## config.mk

```make
export PLATFORM = sky130hd
export DESIGN_NAME = cpu_mem_arbiter
export DESIGN_NICKNAME = d
export VERILOG_FILES = /design/src/rtl/cpu_mem_arbiter.sv
export SDC_FILE = /design/constraint.sdc
export NUM_CORES = 1
export LEC_CHECK = 0
export ABC_AREA = 1
export CAP_MARGIN = 20
export CORE_ASPECT_RATIO = 1.25
export CORE_UTILIZATION = 42
export DETAILED_ROUTE_END_ITERATION = 6
export GPL_TIMING_DRIVEN = 1
export PLACE_DENSITY = 0.77
export SKIP_LAST_GASP = 1
export SLEW_MARGIN = 25
export SYNTH_ARGS = -nofsm -noshare
export SYNTH_HDL_FRONTEND = slang
export SYNTH_SLANG_ARGS = --single-unit
```

## constraint.sdc

```tcl
create_clock -name clk_i -period 1.6 [get_ports clk_i]
set_input_delay 0.24 -clock clk_i [delete_from_list [all_inputs] [get_ports clk_i]]
set_output_delay 0.24 -clock clk_i [all_outputs]
set_load 0.05 [all_outputs]
```

## src/rtl/cpu_mem_arbiter.sv

```systemverilog
// Arbitrates instruction-fetch and load/store requests onto one Wishbone-style bus master.
// Optional bus-cycle timeout abort: define CPU_MEM_ARBITER_TIMEOUT_EN.
module cpu_mem_arbiter #(
  parameter int unsigned TIMEOUT_CYCLES = 64
) (
  input  logic        clk_i,
  input  logic        rst_i,
  input  logic        if_req_i,
  input  logic [31:0] if_adr_i,
  output logic        if_ack_o,
  output logic [31:0] if_dat_o,
  output logic        if_err_o,
  input  logic        flush_i,
  input  logic        dt_req_i,
  input  logic        dt_we_i,
  input  logic [31:0] dt_adr_i,
  input  logic [31:0] dt_dat_i,
  input  logic [3:0]  dt_sel_i,
  output logic        dt_ack_o,
  output logic [31:0] dt_dat_o,
  output logic        dt_err_o,
  output logic        wb_cyc_o,
  output logic        wb_stb_o,
  output logic        wb_we_o,
  output logic [31:0] wb_adr_o,
  output logic [31:0] wb_dat_o,
  output logic [3:0]  wb_sel_o,
  input  logic [31:0] wb_dat_i,
  input  logic        wb_ack_i
);

  typedef enum logic [1:0] {
    S_IDLE   = 2'd0,
    S_IF_BUS = 2'd1,
    S_DT_BUS = 2'd2
  } state_t;

  if (TIMEOUT_CYCLES < 1) begin : g_bad_timeout
    $error("TIMEOUT_CYCLES must be at least 1");
  end

  state_t      r_state;
  logic        r_last_dt;
  logic        r_if_flushed;
  logic        r_wb_cyc;
  logic        r_wb_we;
  logic [31:0] r_wb_adr;
  logic [31:0] r_wb_dat;
  logic [3:0]  r_wb_sel;
  logic        r_if_ack;
  logic [31:0] r_if_dat;
  logic        r_dt_ack;
  logic [31:0] r_dt_dat;

  logic        w_if_err;
  logic        w_dt_err;
  logic        w_if_elig;
  logic        w_dt_elig;
  logic        w_grant_dt;
  logic        w_grant_if;
  logic        w_if_drop;

`ifdef CPU_MEM_ARBITER_TIMEOUT_EN
  localparam int unsigned CNT_W = $clog2(TIMEOUT_CYCLES + 1);

  logic             r_if_err;
  logic             r_dt_err;
  logic [CNT_W-1:0] r_tmo_cnt;
  logic             w_tmo_hit;

  assign w_if_err  = r_if_err;
  assign w_dt_err  = r_dt_err;
  // Counter holds the number of bus edges already seen; this edge is number TIMEOUT_CYCLES
  assign w_tmo_hit = (r_tmo_cnt == CNT_W'(TIMEOUT_CYCLES - 1));
`else
  assign w_if_err  = 1'b0;
  assign w_dt_err  = 1'b0;
`endif

  // A requester whose completion pulse is still visible must not be granted again
  assign w_if_elig  = if_req_i & ~r_if_ack & ~w_if_err & ~flush_i;
  assign w_dt_elig  = dt_req_i & ~r_dt_ack & ~w_dt_err;
  assign w_grant_dt = w_dt_elig & (~w_if_elig | ~r_last_dt);
  assign w_grant_if = w_if_elig & ~w_grant_dt;
  assign w_if_drop  = r_if_flushed | flush_i;

  always_ff @(posedge clk_i or negedge rst_i) begin
    if (!rst_i) begin
      r_state      <= S_IDLE;
      r_last_dt    <= 1'b0;
      r_if_flushed <= 1'b0;
      r_wb_cyc     <= 1'b0;
      r_wb_we      <= 1'b0;
      r_wb_adr     <= 32'h0;
      r_wb_dat     <= 32'h0;
      r_wb_sel     <= 4'h0;
      r_if_ack     <= 1'b0;
      r_if_dat     <= 32'h0;
      r_dt_ack     <= 1'b0;
      r_dt_dat     <= 32'h0;
`ifdef CPU_MEM_ARBITER_TIMEOUT_EN
      r_if_err     <= 1'b0;
      r_dt_err     <= 1'b0;
      r_tmo_cnt    <= '0;
`endif
    end else begin
      r_if_ack <= 1'b0;
      r_dt_ack <= 1'b0;
`ifdef CPU_MEM_ARBITER_TIMEOUT_EN
      r_if_err <= 1'b0;
      r_dt_err <= 1'b0;
`endif
      unique case (r_state)
        S_IDLE: begin
          if (w_grant_dt) begin
            r_state      <= S_DT_BUS;
            r_last_dt    <= 1'b1;
            r_wb_cyc     <= 1'b1;
            r_wb_we      <= dt_we_i;
            r_wb_adr     <= dt_adr_i;
            r_wb_dat     <= dt_dat_i;
            r_wb_sel     <= dt_sel_i;
            r_if_flushed <= 1'b0;
`ifdef CPU_MEM_ARBITER_TIMEOUT_EN
            r_tmo_cnt    <= '0;
`endif
          end else if (w_grant_if) begin
            r_state      <= S_IF_BUS;
            r_last_dt    <= 1'b0;
            r_wb_cyc     <= 1'b1;
            r_wb_we      <= 1'b0;
            r_wb_adr     <= if_adr_i;
            r_wb_dat     <= 32'h0;
            r_wb_sel     <= 4'hF;
            r_if_flushed <= 1'b0;
`ifdef CPU_MEM_ARBITER_TIMEOUT_EN
            r_tmo_cnt    <= '0;
`endif
          end
        end

        S_IF_BUS: begin
          if (flush_i) begin
            r_if_flushed <= 1'b1;
          end
          // A flush anywhere in the cycle, including the ack edge, hides the result
          if (wb_ack_i) begin
            r_state  <= S_IDLE;
            r_wb_cyc <= 1'b0;
            if (!w_if_drop) begin
              r_if_ack <= 1'b1;
              r_if_dat <= wb_dat_i;
            end
          end
`ifdef CPU_MEM_ARBITER_TIMEOUT_EN
          else if (w_tmo_hit) begin
            r_state  <= S_IDLE;
            r_wb_cyc <= 1'b0;
            if (!w_if_drop) begin
              r_if_err <= 1'b1;
            end
          end else begin
            r_tmo_cnt <= r_tmo_cnt + CNT_W'(1);
          end
`endif
        end

        S_DT_BUS: begin
          if (wb_ack_i) begin
            r_state  <= S_IDLE;
            r_wb_cyc <= 1'b0;
            r_dt_ack <= 1'b1;
            r_dt_dat <= wb_dat_i;
          end
`ifdef CPU_MEM_ARBITER_TIMEOUT_EN
          else if (w_tmo_hit) begin
            r_state  <= S_IDLE;
            r_wb_cyc <= 1'b0;
            r_dt_err <= 1'b1;
          end else begin
            r_tmo_cnt <= r_tmo_cnt + CNT_W'(1);
          end
`endif
        end

        default: begin
          r_state  <= S_IDLE;
          r_wb_cyc <= 1'b0;
        end
      endcase
    end
  end

  assign wb_cyc_o = r_wb_cyc;
  assign wb_stb_o = r_wb_cyc;
  assign wb_we_o  = r_wb_we;
  assign wb_adr_o = r_wb_adr;
  assign wb_dat_o = r_wb_dat;
  assign wb_sel_o = r_wb_sel;
  assign if_ack_o = r_if_ack;
  assign if_dat_o = r_if_dat;
  assign if_err_o = w_if_err;
  assign dt_ack_o = r_dt_ack;
  assign dt_dat_o = r_dt_dat;
  assign dt_err_o = w_dt_err;

endmodule

```

==> reports/results.tsv <==
stage	metric	value	unit
job	drv_cap	0	
critical_path	crit_fanout	19	
synth	yosys.area.top_type	dfrtp_1	
timing	skew	18.12	ps
die	start_util	0.4318	
place	hpwl	12080	um
cells_and_area	drive_above_1_share	0.1994	
pwr	p_per_area	2388	nW/um^2
pwr	irDropWorstVdd	1.594	mV
die	num_io_pins	278	
critical_path	setup.worst_path.end_class	flip-flop	
synth	yosysUniqueCellTypes	19	
critical_path	crit_arrival	1820	ps
clock_tree	htreeDepth	4	
clock_tree	cts_tree	done	
timing	whs	330.7	ps
global_routing	grt_pass1_wl	26770	um
global_routing	grt_pass1_vias	5505	
place	place.gp.congestion	0.7652	
route	vias_per_cell	4.632	
run_status	status	completed	
clock_tree	clk_path_buf_depth	2	
critical_path	cp_data_required_time	1940	ps
clock_tree	root_buffer	clkbuf_16	
cells_and_area	final_nets	1133	
synth	yosysMostFrequentCell	nand2_1	
timing	rsz0062_at_grt	false	
synth	async_flop_share	1.000	
timing	period_needed	1474	ps
cells_and_area	diodes	0	
synth	ys_seq_area_frac	0.5848	
synth	syn_avg_cell_area	8.390	um^2
critical_path	worst_setup_path_start_kind	flip-flop	
die	coreArea	13870	um^2
route	drc_errors	0	
clock_tree	cts_buffers	17	
pwr	leakage	5.031	nW
timing	setup_ws	126.1	ps
route	drtAntennaViolNets	0	
place	dp_slack	-48.48	ps
die	die-width	108.8	um
route	wl	16790	um
die	rows	48	
critical_path	crit_type	reg -> reg	
route	drtIter0Drc	286	
global_routing	grt_max_degree	66	
synth	ys_top_cells_by_area	dfrtp_1 58%, nand2_1 17%, inv_1 6.5%, nand3_1 5.6%, o21ai_0 5.5%	
clock_tree	cts_num_sinks	140	
die	die_h	135.5	um
global_routing	antenna_found_initial	0	
timing	period_share	0.9212	
synth	synthFlopType	dfrtp_1	
timing	finalSetupViolations	0	
place	portBuffers	275	
synth	synth-seq-cells	140	
synth	synth_cells	714	
cells_and_area	area_growth	55.12	%
route	drt-wirelength-per-cell	14.25	um
synth	synth_edf_count	0	
timing	maxSlewViolCount	0	
hold_path	min_path_type	in -> async	
synth	synth_common_cells	271 x nand2_1, 140 x dfrtp_1, 103 x inv_1	
route	route.vias.total	5456	
global_routing	grtUsageTotal	0.2366	
clock_tree	cts_setup_buffers	0	
route	drt_first_pass_iters	4	
timing	hold_viol_final	0	
clock_tree	insertion_delay	410	ps
timing	final.setup.tns	0	ps
global_routing	grt.overflow.total	0	
die	die_area	14750	um^2
clock_tree	clk_pin_slew_worst_paths	60	ps
timing	fmax	678.5	MHz
cells_and_area	final_core_util	0.6698	
cells_and_area	fillCellCount	1177	
synth	synth_top_area_frac	0.5848	
synth	synth_area	5991	um^2
synth	yosysWarnings	0	
## critical path, cell delays in order (launching register included)
cell and delay, ps:
dfrtp_1 400, inv_1 100, ha_2 210, inv_1 80, a21oi_4 150, buf_4 270
nand3_1 130, nand2_1 70
## cells by family after synthesis
group | after synthesis | synth area share
and+or+nand+nor | 357 | 0.2416
buffers and inverters | 146 | 0.1088
DFF | 140 | 0.5848
AOI/OAI and AO/OA | 67 | 0.05785
adders and majority gates | 3 | 0.006266
other | 1 | 0.0006260
## routing by layer
layer | global-route usage | up-vias | wire (um)
met5 | 0 | - | 0
met4 | 0.09910 | 0 | 485
met3 | 0.06542 | 36 | 1303
met2 | 0.4072 | 210 | 8319
met1 | 0.2744 | 2507 | 6679
li1 | - | 2703 | -
## where the power goes
part           internal, mW  total (mW)  switching (mW)  leakage, nW
Combinational          3.49        11.9            8.38         3.00
Sequential             5.19        6.15           0.963         1.74
Clock                  2.62        4.17            1.55        0.291
Total                  11.3        22.2            10.9         5.03
## metrics by stage
stage	total power [mW]	std cells	area, um^2
finish	22.19	1178	9293
CTS	22.39	1178	9290
floorplan	14.12	715	5995
global route	23.40	1178	9293
global placement	17.93	1146	8661
detailed placement	18.13	1146	8661
## area by class of cell
| class | count | area, um^2 | area share |
|---|---|---|---|
| Multi-Input combinational cell | 429 | 1849 | 0.1990 |
| Timing Repair Buffer | 297 | 2704 | 0.2910 |
| Inverter | 106 | 397.9 | 0.04282 |
| Sequential cell | 140 | 3503 | 0.3770 |
| Tap cell | 175 | 219.0 | 0.02356 |
| Clock inverter | 12 | 186.4 | 0.02006 |
| Clock buffer | 19 | 432.9 | 0.04659 |
## what timing repair did
action                                  CTS  global route
endpoints found under the setup margin    0             9
hold endpoints to repair                 37             0
resized for setup                         0             1
hold buffers                              1             0
## worst paths after layout
path,start,endpoint,slack [ps],cells after the start
max,r_state[0],wb_adr_o[10],130,7
min,rst_i,if_dat_o[15],330,2
max reg2reg,r_state[0],wb_adr_o[10],130,7
min reg2reg,wb_we_o,wb_we_o,470,2
max in group asynchronous,rst_i,wb_dat_o[3],700,3
min in group clk_i,dt_dat_i[12],wb_dat_o[12],360,3
## state kept, by name, summed over array words and instances, names as in the netlist
name          count
r_state           2
wb_cyc_o          1
r_if_flushed      1
wb_adr_o         32
wb_dat_o         32
dt_ack_o          1
dt_dat_o         32
if_dat_o         32
if_ack_o          1
r_last_dt         1
wb_sel_o          4
wb_we_o           1
## layout by cell type (no fill, tap or decap), types with 2 or more instances in the layout
cell type,instances
inv_6,4
dfrtp_1,140
clkbuf_1,2
nand3_2,3
buf_12,10
o21ai_0,66
clkdlybuf4s50_1,137
bufinv_16,4
nand2_1,270
buf_4,148
nor2_1,13
nand2_2,3
nand3_1,66
clkinvlp_4,3
inv_1,103
ha_1,2
clkbuf_16,17
inv_2,3
conb_1,2
(Power assumes the default switching activity.)
